==> config.mk <==
export PLATFORM = sky130hd
export DESIGN_NAME = cnn_layer_sequencer
export DESIGN_NICKNAME = d
export VERILOG_FILES = /design/src/rtl/cnn_seq_pkg.sv /design/src/rtl/cnn_seq_desc_table.sv /design/src/rtl/cnn_layer_sequencer.sv
export SDC_FILE = /design/constraint.sdc
export NUM_CORES = 1
export LEC_CHECK = 0
export ABC_CLOCK_PERIOD_IN_PS = 2910
export CAP_MARGIN = 20
export CORE_MARGIN = 8
export CORE_UTILIZATION = 49
export DETAILED_ROUTE_END_ITERATION = 16
export PLACE_DENSITY = 0.77
export REMOVE_ABC_BUFFERS = 1
export SLEW_MARGIN = 20
export SYNTH_ARGS = -nofsm -noshare
export SYNTH_HDL_FRONTEND = slang
export SYNTH_SLANG_ARGS = --single-unit
==> constraint.sdc <==
create_clock -name HCLK -period 2.91 [get_ports HCLK]
set_input_delay 0.582 -clock HCLK [delete_from_list [all_inputs] [get_ports HCLK]]
set_output_delay 0.582 -clock HCLK [all_outputs]
set_load 0.02 [all_outputs]
==> src/rtl/cnn_seq_pkg.sv <==
// cnn_seq_pkg: shared FSM encoding, descriptor layout, config packing and weight stepping for the layer sequencer
package cnn_seq_pkg;
  typedef enum logic [2:0] {S_IDLE, S_SETUP, S_START, S_WAIT, S_GAP, S_DONE} seq_state_e;
  typedef struct packed {
    logic [2:0] act;
    logic [4:0] bias;
    logic       conv3;
  } desc_t;
  localparam int CFG_FIRST    = 0;
  localparam int CFG_LAST     = 1;
  localparam int CFG_CONV3    = 2;
  localparam int CFG_LAST2    = 3;
  localparam int CFG_IDX_LSB  = 4;
  localparam int CFG_BIAS_LSB = 8;
  localparam int CFG_ACT_LSB  = 13;
  localparam int TI_DEF = 16;
  localparam int TO_DEF = 16;
  localparam int NB_DEF = 16;
  function automatic logic [19:0] weight_step(input logic conv3, input int ti, input int tk, input int nb);
    return conv3 ? 20'(ti * tk * 9 / nb) : 20'(tk);
  endfunction
  function automatic logic [15:0] pack_config(input desc_t d, input logic [3:0] idx, input logic first, input logic last);
    logic [15:0] w;
    w = '0;
    w[CFG_FIRST] = first;
    w[CFG_LAST] = last;
    w[CFG_CONV3] = d.conv3;
    w[CFG_LAST2] = last;
    w[CFG_IDX_LSB +: 4] = idx;
    w[CFG_BIAS_LSB +: 5] = d.bias;
    w[CFG_ACT_LSB +: 3] = d.act;
    return w;
  endfunction
endpackage

==> src/rtl/cnn_seq_desc_table.sv <==
// cnn_seq_desc_table: per-layer descriptor register file with synchronous write and combinational read
module cnn_seq_desc_table
  import cnn_seq_pkg::*;
#(
  parameter int MAX_LAYERS = 8,
  parameter int W_LIDX = 3
) (
  input  logic              clk,
  input  logic              rst,
  input  logic              we,
  input  logic [W_LIDX-1:0] widx,
  input  desc_t             wdata,
  input  logic [W_LIDX-1:0] ridx,
  output desc_t             rdata
);
  desc_t mem_q [MAX_LAYERS];
  desc_t mem_d [MAX_LAYERS];
  always_comb begin
    mem_d = mem_q;
    if (we) mem_d[widx] = wdata;
  end
  always_ff @(posedge clk)
    if (rst) mem_q <= '{default: '0};
    else mem_q <= mem_d;
  assign rdata = mem_q[ridx];
endmodule

==> src/rtl/cnn_layer_sequencer.sv <==
// cnn_layer_sequencer: hardware layer loop that programs, starts and steps the CNN accelerator layer by layer
module cnn_layer_sequencer
  import cnn_seq_pkg::*;
#(
  parameter int MAX_LAYERS = 8,
  parameter int W_LIDX = 3,
  parameter int TI = TI_DEF,
  parameter int TO = TO_DEF,
  parameter int NB = NB_DEF,
  parameter int SETUP_CYC = 4,
  parameter int GAP_CYC = 128,
  parameter int TIMEOUT_CYC = 0
) (
  input  logic              HCLK,
  input  logic              HRESET,
  input  logic              cfg_we,
  input  logic [W_LIDX-1:0] cfg_idx,
  input  logic [2:0]        cfg_act_shift,
  input  logic [4:0]        cfg_bias_shift,
  input  logic              cfg_is_conv3x3,
  input  logic [3:0]        n_layers,
  input  logic [19:0]       base_weight_init,
  input  logic [11:0]       base_param_init,
  input  logic              seq_start,
  input  logic              seq_abort,
  input  logic              layer_done,
  output logic [31:0]       base_address,
  output logic [31:0]       layer_config,
  output logic              layer_start,
  output logic              busy,
  output logic [3:0]        cur_layer,
  output logic              seq_done,
  output logic              seq_err
);
  seq_state_e  state_q, state_d;
  logic [3:0]  idx_q, idx_d, n_q, n_d;
  logic [19:0] weight_q, weight_d;
  logic [11:0] param_q, param_d;
  logic [31:0] cnt_q, cnt_d, base_q, base_d, cfg_q, cfg_d;
  logic        err_q, err_d, done_prev_q;
  logic        done_edge, last, start_ok;
  desc_t       desc, wdesc;
  assign wdesc = {cfg_act_shift, cfg_bias_shift, cfg_is_conv3x3};
  cnn_seq_desc_table #(.MAX_LAYERS(MAX_LAYERS), .W_LIDX(W_LIDX)) u_table (
    .clk(HCLK),
    .rst(HRESET),
    .we(cfg_we && state_q == S_IDLE),
    .widx(cfg_idx),
    .wdata(wdesc),
    .ridx(idx_q[W_LIDX-1:0]),
    .rdata(desc)
  );
  // only a fresh rising edge of layer_done counts, so a level left high from before WAIT is ignored
  assign done_edge = layer_done && !done_prev_q;
  assign last = idx_q == n_q - 4'd1;
  assign start_ok = n_layers != 4'd0 && {28'd0, n_layers} <= 32'(MAX_LAYERS);
  always_comb begin
    state_d = state_q;
    idx_d = idx_q;
    n_d = n_q;
    weight_d = weight_q;
    param_d = param_q;
    cnt_d = cnt_q + 32'd1;
    base_d = base_q;
    cfg_d = cfg_q;
    err_d = 1'b0;
    if (state_q != S_IDLE && seq_abort) state_d = S_IDLE;
    else
      case (state_q)
        S_IDLE:
          if (seq_start) begin
            err_d = !start_ok;
            if (start_ok) begin
              state_d = S_SETUP;
              idx_d = '0;
              n_d = n_layers;
              weight_d = base_weight_init;
              param_d = base_param_init;
              cnt_d = '0;
            end
          end
        S_SETUP: begin
          base_d = {param_q, weight_q};
          cfg_d = {16'd0, pack_config(desc, idx_q, idx_q == 4'd0, last)};
          if (cnt_q == 32'(SETUP_CYC - 1)) state_d = S_START;
        end
        // the watchdog counts from the layer_start cycle, so it fires TIMEOUT_CYC cycles after the pulse
        S_START: begin
          state_d = S_WAIT;
          cnt_d = 32'd1;
        end
        S_WAIT:
          if (done_edge) begin
            state_d = S_GAP;
            cnt_d = '0;
            weight_d = weight_q + weight_step(desc.conv3, TI, TO, NB);
            param_d = param_q + 12'(TO);
          end else if (TIMEOUT_CYC > 0 && cnt_q >= 32'(TIMEOUT_CYC - 1)) begin
            state_d = S_IDLE;
            err_d = 1'b1;
          end
        S_GAP:
          if (cnt_q == 32'(GAP_CYC - 1)) begin
            state_d = last ? S_DONE : S_SETUP;
            idx_d = last ? idx_q : idx_q + 4'd1;
            cnt_d = '0;
          end
        S_DONE: state_d = S_IDLE;
        default: state_d = S_IDLE;
      endcase
  end
  always_ff @(posedge HCLK)
    if (HRESET) begin
      state_q <= S_IDLE;
      idx_q <= '0;
      n_q <= '0;
      weight_q <= '0;
      param_q <= '0;
      cnt_q <= '0;
      base_q <= '0;
      cfg_q <= '0;
      err_q <= 1'b0;
      done_prev_q <= 1'b0;
    end else begin
      state_q <= state_d;
      idx_q <= idx_d;
      n_q <= n_d;
      weight_q <= weight_d;
      param_q <= param_d;
      cnt_q <= cnt_d;
      base_q <= base_d;
      cfg_q <= cfg_d;
      err_q <= err_d;
      done_prev_q <= layer_done;
    end
  assign base_address = base_q;
  assign layer_config = cfg_q;
  assign layer_start = state_q == S_START && !seq_abort;
  assign busy = state_q != S_IDLE;
  assign cur_layer = idx_q;
  assign seq_done = state_q == S_DONE && !seq_abort;
  assign seq_err = err_q;
endmodule

# Word-level counts from Yosys, hierarchy flattened
# Cells that the tools add are included.
dict set report classes {
  muxes 33
  n_eq_ne 14
  n_lt_le_gt_ge 4
  n_bitwise 5
  add_sub_neg 5
  reduce_logical 23
}
# op count
set ops {}
lappend ops {{2-to-1 mux 32 bit} 5}
lappend ops {{one-hot mux 32 bit (4 select lines)} 1}
lappend ops {{bitwise mux 72 bit} 1}
lappend ops {{2-to-1 mux 20 bit} 3}
lappend ops {{one-hot mux 20 bit (2 select lines)} 1}
lappend ops {{2-to-1 mux 12 bit} 3}
lappend ops {{adder 32 x 1 -> 32 bit, second input constant} 1}
lappend ops {{equality test 32 x 2 -> 1 bit, second input constant} 1}
lappend ops {{equality test 32 x 7 -> 1 bit, second input constant} 1}
lappend ops {{binary-select mux 9 bit (select 3 bit)} 1}
lappend ops {{demux 9 bit (select 3 bit)} 1}
lappend ops {{2-to-1 mux 9 bit} 3}
lappend ops {{one-hot mux 12 bit (2 select lines)} 1}
lappend ops {{adder 20 x 8 -> 20 bit} 1}
lappend ops {{2-to-1 mux 3 bit} 6}
lappend ops {{2-to-1 mux 4 bit} 4}
lappend ops {{one-hot mux 3 bit (5 select lines)} 1}
lappend ops {{adder 12 x 5 -> 12 bit, second input constant} 1}
lappend ops {{inequality test 2 bit, second input constant} 6}
lappend ops {{AND reduction 5 bit} 2}
lappend ops {{>= comparator 4 bit, second input constant} 2}
lappend ops {{2-to-1 mux 8 bit} 1}
lappend ops {{NOT 3 -> 4 bit} 2}
lappend ops {{one-hot mux 4 bit (2 select lines)} 1}
lappend ops {{other kinds (21)} 34}
dict set report totals {
  regBits 197
  elab_cells 118
  output_inout_bits 72
  input_bits 54
}

# Longest topological paths before layout
# Gate-level depths: netlist (run 1).
dict set report logic_depth {
  ltp_word 8
  mapped_depth 10
  mapped_depth_nobuf 9
}

# By module
# Synthesis (run 1) repeated with hierarchy kept, for this count alone.
dict set report unflattened {
  hier_cells 1115
  area_unflattened_um2 9116.2
}
# mod seq_area_each_um2 cells_each instances area_each_um2
set modules_own_cells {}
lappend modules_own_cells {cnn_layer_sequencer 2482.4 747 1 5833.1}
lappend modules_own_cells {cnn_seq_desc_table 1441.4 368 1 3283.1}

# Worst setup path before layout (run 1)
# OpenSTA, ideal clock, no wires.
dict set report synth_timing {
  path_type {register -> register}
  from {register idx_q[0], in the netlist cur_layer[0]}
  to {register weight_q[19]}
  path_buffers 1
  required_time_ns 2.840
  path_slack_ns -0.283
  arrival_time_ns 3.122
  synth_period_minus_slack_ns 3.193
  stages_incl_launch_ff 11
  setup_ns 0.070
  path_cell_list {dfxtp_1 buf_2 mux4_2 mux2_2 ha_1 a41o_1 nor4b_1 nand3_1 o31ai_1 nand2_1 a21oi_1}
}
# element line_no
set synth_lines {}
lappend synth_lines {{start, declared} cnn_layer_sequencer.sv:36} ;# logic [3:0] idx_q, idx_d, n_q, n_d;
lappend synth_lines {{start signal, assigned} cnn_layer_sequencer.sv:126} ;# idx_q <= idx_d;
lappend synth_lines {{end signal, assigned} cnn_layer_sequencer.sv:128} ;# weight_q <= weight_d;
lappend synth_lines {{end, declared} cnn_layer_sequencer.sv:37} ;# logic [19:0] weight_q, weight_d;

==> metrics.md, run 1 <==
| Metric | Value |
|---|---|
| Min cycle time layout | `2730 ps` |
| Final Cycle Share | `93.9%` |
| # setup viols final | `0` |
| Max_cap viols | `0` |
| Relative slew slack | `41.7%` |
| Min Hold Slack | `452 ps` |
| Detail Placement HPWL | `14200 µm` |
| Area leader, netlist | `dfxtp_1` |
| Final Hold Viols | `0` |
| Pwr per Cell Area | `655 nW/µm²` |
| GRT Overall Usage | `18.7%` |
| CP max FO | `4` |
| Vias in the first global route | `6871` |
| Fill count | `1556` |
| Mapped Area | `8820 µm²` |
| Clock buffer depth | `2` |
| Skew-Pair Late Insertion Delay | `430 ps` |
| Synth Flop Type | `dfxtp_1` |
| PortBufs | `109` |
| H-tree Lvls | `4` |
| Final Cell Area | `10700 µm²` |
| I/O pin total | `126` |
| Yosys top cell area share | `44.5%` |
| Number of nets with antenna violations after routing | `0` |
| Post-synth ARST share | `0%` |
| Seq/Total Area, Yosys | `44.5%` |
| Clk sink count | `196` |
| Core Rows | `49` |
| Post-synth top cells | `dfxtp_1, nor2_1, nand2_1, mux2i_1, a21oi_1` |
| Yosys cell types | `58` |
| Worst-margin pin slew | `871 ps` |
| DRC violation count after routing | `0` |
| Core ar. | `17800 µm²` |
| Fmax | `366 MHz` |
| Most frequent cell after synthesis | `dfxtp_1` |
| CTS clk-pin slew, worst paths | `70 ps` |
| Worst vdd ir | `0.464 mV` |
| Cell Area, Placed | `10100 µm²` |
| TritonCTS Buffers | `17` |
| Crit path kind | `reg2reg` |
| Diode count | `0` |
| Element type at the critical path end | `flop` |
| CTS Root Cell | `clkbuf_16` |
| EDFF count, synth | `0` |
| Crit start category | `flop` |
| Initial antenna violation count | `0` |
| CTS tree | `done` |
| Via Count | `7235` |
| Die ar. | `22600 µm²` |
| # nets final | `1148` |
| Post-Syn Instances | `1007` |
| Die width | `150 µm` |
| Leak Pwr | `4.00 nW` |
| Routed Wire Length | `21300 µm` |
| Pin count of the biggest net entering global routing | `64` |
| YS warnings | `0` |
| CP arrival | `3080 ps` |
| Status | `finished clean` |
| Post-route insts no fill | `1329` |
| RSZ-0062 raised after global routing | `no` |
| Synth Register Bits | `196` |
| DR iter-0 viols | `380` |
| Cts hold-fix bufs | `0` |
| Worst Skew | `6.83 ps` |
| Via density per instance | `5.44` |
| Max Slew Vio Count | `0` |
| Area growth syn-to-layout | `21.0%` |
| Synth area leaders | `dfxtp_1, mux2i_1, nor2_1` |
| Worst hold path class | `reg2reg` |
| First-pass GRT wire length | `34200 µm` |
| Total grt overflow | `0` |
| Worst path required time | `3260 ps` |
| Drt pass-1 iters | `5` |
| Initial Util | `49.5%` |
| Routed len/inst | `16.0 µm` |
| Die H | `150 µm` |
| Layout cells sized above 1 | `8.64%` |
| # Post-CTS Setup Buffers | `0` |
| Placed instance count | `1297` |
| Avg Synthesized Cell Area | `8.76 µm²` |
| GPL Wtd Cong | `0.831` |
[area by class of cell]
class                   count  area [µm²]  share of cell area, %
clock buffers              21         450                   4.22
clock inverters            11         125                   1.17
flip-flops and latches    196        3930                   36.8
repair buffers            140        1350                   12.6
multi-input cells         717        4490                   42.0
well taps                 229         287                   2.68
inverters                  15        56.3                  0.527
[state kept, by name, indices dropped and copies added (netlist names)]
name / cells
u_table.mem_q: 72
base_address: 32
cnt_q: 32
weight_q: 20
layer_config: 15
param_q: 12
cur_layer: 4
n_q: 4
state_q: 3
done_prev_q: 1
seq_err: 1
[final timing paths]
path | from | endpoint | slack (ps) | cells past startpoint
hold / removal | weight_q[0] | weight_q[0] | 450 | 2
setup / recovery | cur_layer[0] | weight_q[15] | 180 | 9
hold reg to reg | weight_q[0] | weight_q[0] | 450 | 2
setup reg to reg | cur_layer[0] | weight_q[15] | 180 | 9
[metrics by stage]
step                      TNS, ps  setup slack [ps]  utilization (%)  total power [mW]
after floorplan            -71190             -1650                -              4.05
after global placement          0               126             56.5              4.69
after detailed placement        0              77.7             56.5              4.72
after CTS                       0              63.4             59.8              7.03
after global routing            0              28.3             59.8              7.32
final                           0               176             59.8              6.99
[kinds of logic after synthesis]
kind of cell / synth area share, %
AOI/OAI and AO/OA: 11.0
buffers and inverters: 5.69
adders and majority gates: 0.993
and+or+nand+nor: 20.0
other: 0.0425
DFF: 44.5
muxes: 14.0
xor gates and xnor gates: 3.74
[placed cells by master (no fill, tap or decap), types with 4 or more instances in the layout]
cell,count
a211oi_1,15
a21o_1,4
a21oi_1,80
a22oi_1,5
a31oi_1,6
and3_1,17
and4_1,4
buf_4,30
clkbuf_16,17
clkdlybuf4s50_1,108
conb_1,16
dfxtp_1,195
ha_1,7
inv_1,15
mux2i_1,82
mux4_2,18
nand2_1,128
nand2b_1,4
nand3_1,34
nand3b_1,6
nand4_1,10
nor2_1,144
nor3_1,15
nor4_1,7
o21ai_0,25
o21ai_1,4
o22ai_1,5
o31ai_1,5
or3_1,6
xnor2_1,16
xor2_1,19
[routing by layer]
layer / wire length (µm) / up-vias / track usage, % / part of all wire (%)
met5: 0 / - / 0 / 0
met4: 299 / 0 / 5.35 / 1.4
li1: - / 3595 / - / -
met2: 9900 / 190 / 30.5 / 47
met1: 9800 / 3429 / 24.6 / 46
met3: 1270 / 21 / 3.88 / 6.0
[power by group]
part           total [mW]  switching, mW  internal (mW)
Combinational        1.59          0.913          0.672
Clock                2.33           1.03           1.29
Sequential           3.08          0.197           2.88
Total                6.99           2.14           4.85
[worst max-delay path: stages, from the launching register on]
cell and delay, ps:
dfxtp_2 370, mux4_2 490, mux2_2 290, ha_1 350
a41o_1 250, nand2_1 120, or2_2 330, o21ai_0 160
a21oi_1 90, a211oi_1 200
[repair_timing]
item                       4_1_cts  5_1_grt
gates resized for setup          0        3
setup endpoints to repair        0        4
hold endpoints to repair         0        0
No activity file was read; power rests on OpenSTA's default activity.
==> run 2, diff against run 1 <==
--- a/config.mk
+++ b/config.mk
@@ -8,9 +8,10 @@
 export ABC_CLOCK_PERIOD_IN_PS = 2910
 export CAP_MARGIN = 20
 export CORE_MARGIN = 8
-export CORE_UTILIZATION = 49
+export CORE_UTILIZATION = 51
+export CTS_BUF_LIST = sky130_fd_sc_hd__clkbuf_4
 export DETAILED_ROUTE_END_ITERATION = 16
-export PLACE_DENSITY = 0.77
+export PLACE_DENSITY = 0.79
 export REMOVE_ABC_BUFFERS = 1
 export SLEW_MARGIN = 20
 export SYNTH_ARGS = -nofsm -noshare
==> metrics.md, run 2 (same netlist as run 1, synthesis figures left out) <==
| Metric | Value |
|---|---|
| Status | `finished clean` |
| Routed Wire Length | `20600 µm` |
| Vias in the first global route | `6928` |
| Clock buffer depth | `2` |
| Final Cycle Share | `94.8%` |
| Pin count of the biggest net entering global routing | `118` |
| Fill count | `1492` |
| CP max FO | `4` |
| Max reg flops | `72` |
| CTS tree | `done` |
| Worst reg2reg endpoint | `weight_q[15]` |
| GPL Wtd Cong | `0.831` |
| Final Hold Viols | `0` |
| Diode count | `0` |
| Hold Path Origin | `HRESET` |
| CP Cell Sequence | `mux4_2 -> mux2_2 -> ha_1 -> a41o_1 -> nand2_2 -> or2_2 -> o21ai_0 -> a21oi_1 -> a211oi_1` |
| # Post-CTS Setup Buffers | `0` |
| Crit start category | `flop` |
| Final Power | `6.09 mW` |
| Cts hold-fix bufs | `0` |
| Worst path required time | `3390 ps` |
| Area growth syn-to-layout | `17.5%` |
| Commonest non-fill, non-tap cells in the layout | `dfxtp_1, nor2_1, nand2_1` |
| Initial Util | `51.5%` |
| Pwr per Cell Area | `587 nW/µm²` |
| First-pass GRT wire length | `34200 µm` |
| Element type at the critical path end | `flop` |
| Final WS setup | `151 ps` |
| Worst hold path class | `in2reg` |
| Largest Register | `u_table.mem_q` |
| Post-layout util | `60.6%` |
| Die width | `148 µm` |
| DRC violation count after routing | `0` |
| Crit path kind | `reg2reg` |
| Worst path slowest cell | `mux4_2` |
| Worst path max stage delay | `490 ps` |
| Drt pass-1 iters | `5` |
| Reg2reg setup slack | `150 ps` |
| Post_cts resized | `0` |
| TritonCTS Buffers | `17` |
| Fmax | `363 MHz` |
| Clk sink count | `196` |
| H-tree Lvls | `4` |
| Number of nets with antenna violations after routing | `0` |
| RR Startpoint | `cur_layer[0]` |
| Setup TNS | `0 ps` |
| CTS Root Cell | `clkbuf_4` |
| Worst Hold Path EP | `u_table.mem_q[28]` |
| Relative slew slack | `43.3%` |
| Routed len/inst | `15.6 µm` |
| Total grt overflow | `0` |
| # nets final | `1144` |
| Initial antenna violation count | `0` |
| CP arrival | `3230 ps` |
| CTS clk-pin slew, worst paths | `160 ps` |
| Core Rows | `48` |
| Min cycle time layout | `2760 ps` |
| Detail Placement HPWL | `13800 µm` |
| Commonest non-fill, non-tap cell in the layout | `dfxtp_1` |
| Skew-Pair Late Insertion Delay | `570 ps` |
| I/O pin total | `126` |
| DR iter-0 viols | `490` |
| Via density per instance | `5.48` |
| Core ar. | `17100 µm²` |
| Layout cells sized above 1 | `8.49%` |
| Worst vdd ir | `0.371 mV` |
| GRT Overall Usage | `18.8%` |
| Min Hold Slack | `457 ps` |
| Worst-margin pin slew | `847 ps` |
| Worst setup slack after placement | `79.8 ps` |
| Worst r2r path cells | `9` |
| Via Count | `7237` |
| PortBufs | `109` |
| Max Slew Vio Count | `0` |
| Leak Pwr | `3.85 nW` |
| Die H | `148 µm` |
| # setup viols final | `0` |
| Worst Skew | `23.0 ps` |
| Die ar. | `21800 µm²` |
| WHS Path Cells | `2` |
| Max_cap viols | `0` |
run 2: worst max path at each step:
stage	startpoint	end	slack, ps	cells past startpoint
4_1_cts	cur_layer[0]	weight_q[15]	5	9
2_1_floorplan	state_q[2]	param_q[7]	-1650	6
3_3_place_gp	n_layers[1]	weight_q[4]	130	7
3_5_place_dp	n_layers[2]	weight_q[4]	80	7
6_report	cur_layer[0]	weight_q[15]	150	9
5_1_grt	cur_layer[0]	weight_q[15]	-10	9
run 2: layer usage:
metal,global-route usage [%],up-vias,part of all wire [%]
li1,-,3605,-
met1,24.9,3407,48
met2,30.3,205,45
met3,4.34,20,5.9
met4,5.10,0,0.99
met5,0,-,0
run 2: worst max-delay path: cells and delay by family, from the launching register on:
kind	cells	cell delay, ps
adder cells (fa/ha/maj)	1	340
AND/OR/NAND/NOR	2	440
AO/OA/AOI/OAI	4	710
multiplexers	2	780
flip-flops	1	410
run 2: where the power goes:
part / switching, mW / total (mW) / internal [mW]
Clock: 0.972 / 1.42 / 0.445
Combinational: 0.913 / 1.58 / 0.672
Sequential: 0.197 / 3.08 / 2.89
run 2: layout make-up:
class,count,area [µm²],share of cell area [%]
multi-input cells,717,4480,43.3
flip-flops and latches,196,3930,37.9
repair buffers,136,1340,12.9
well taps,225,282,2.72
clock inverters,15,145,1.40
clock buffers,17,128,1.23
inverters,15,56.3,0.543
run 2: metrics by stage:
stage | std cells | instance area (µm²)
3_5_place_dp | 1289 | 10100
3_3_place_gp | 1289 | 10100
4_1_cts | 1321 | 10400
2_1_floorplan | 928 | 8430
6_report | 1321 | 10400
5_1_grt | 1321 | 10400
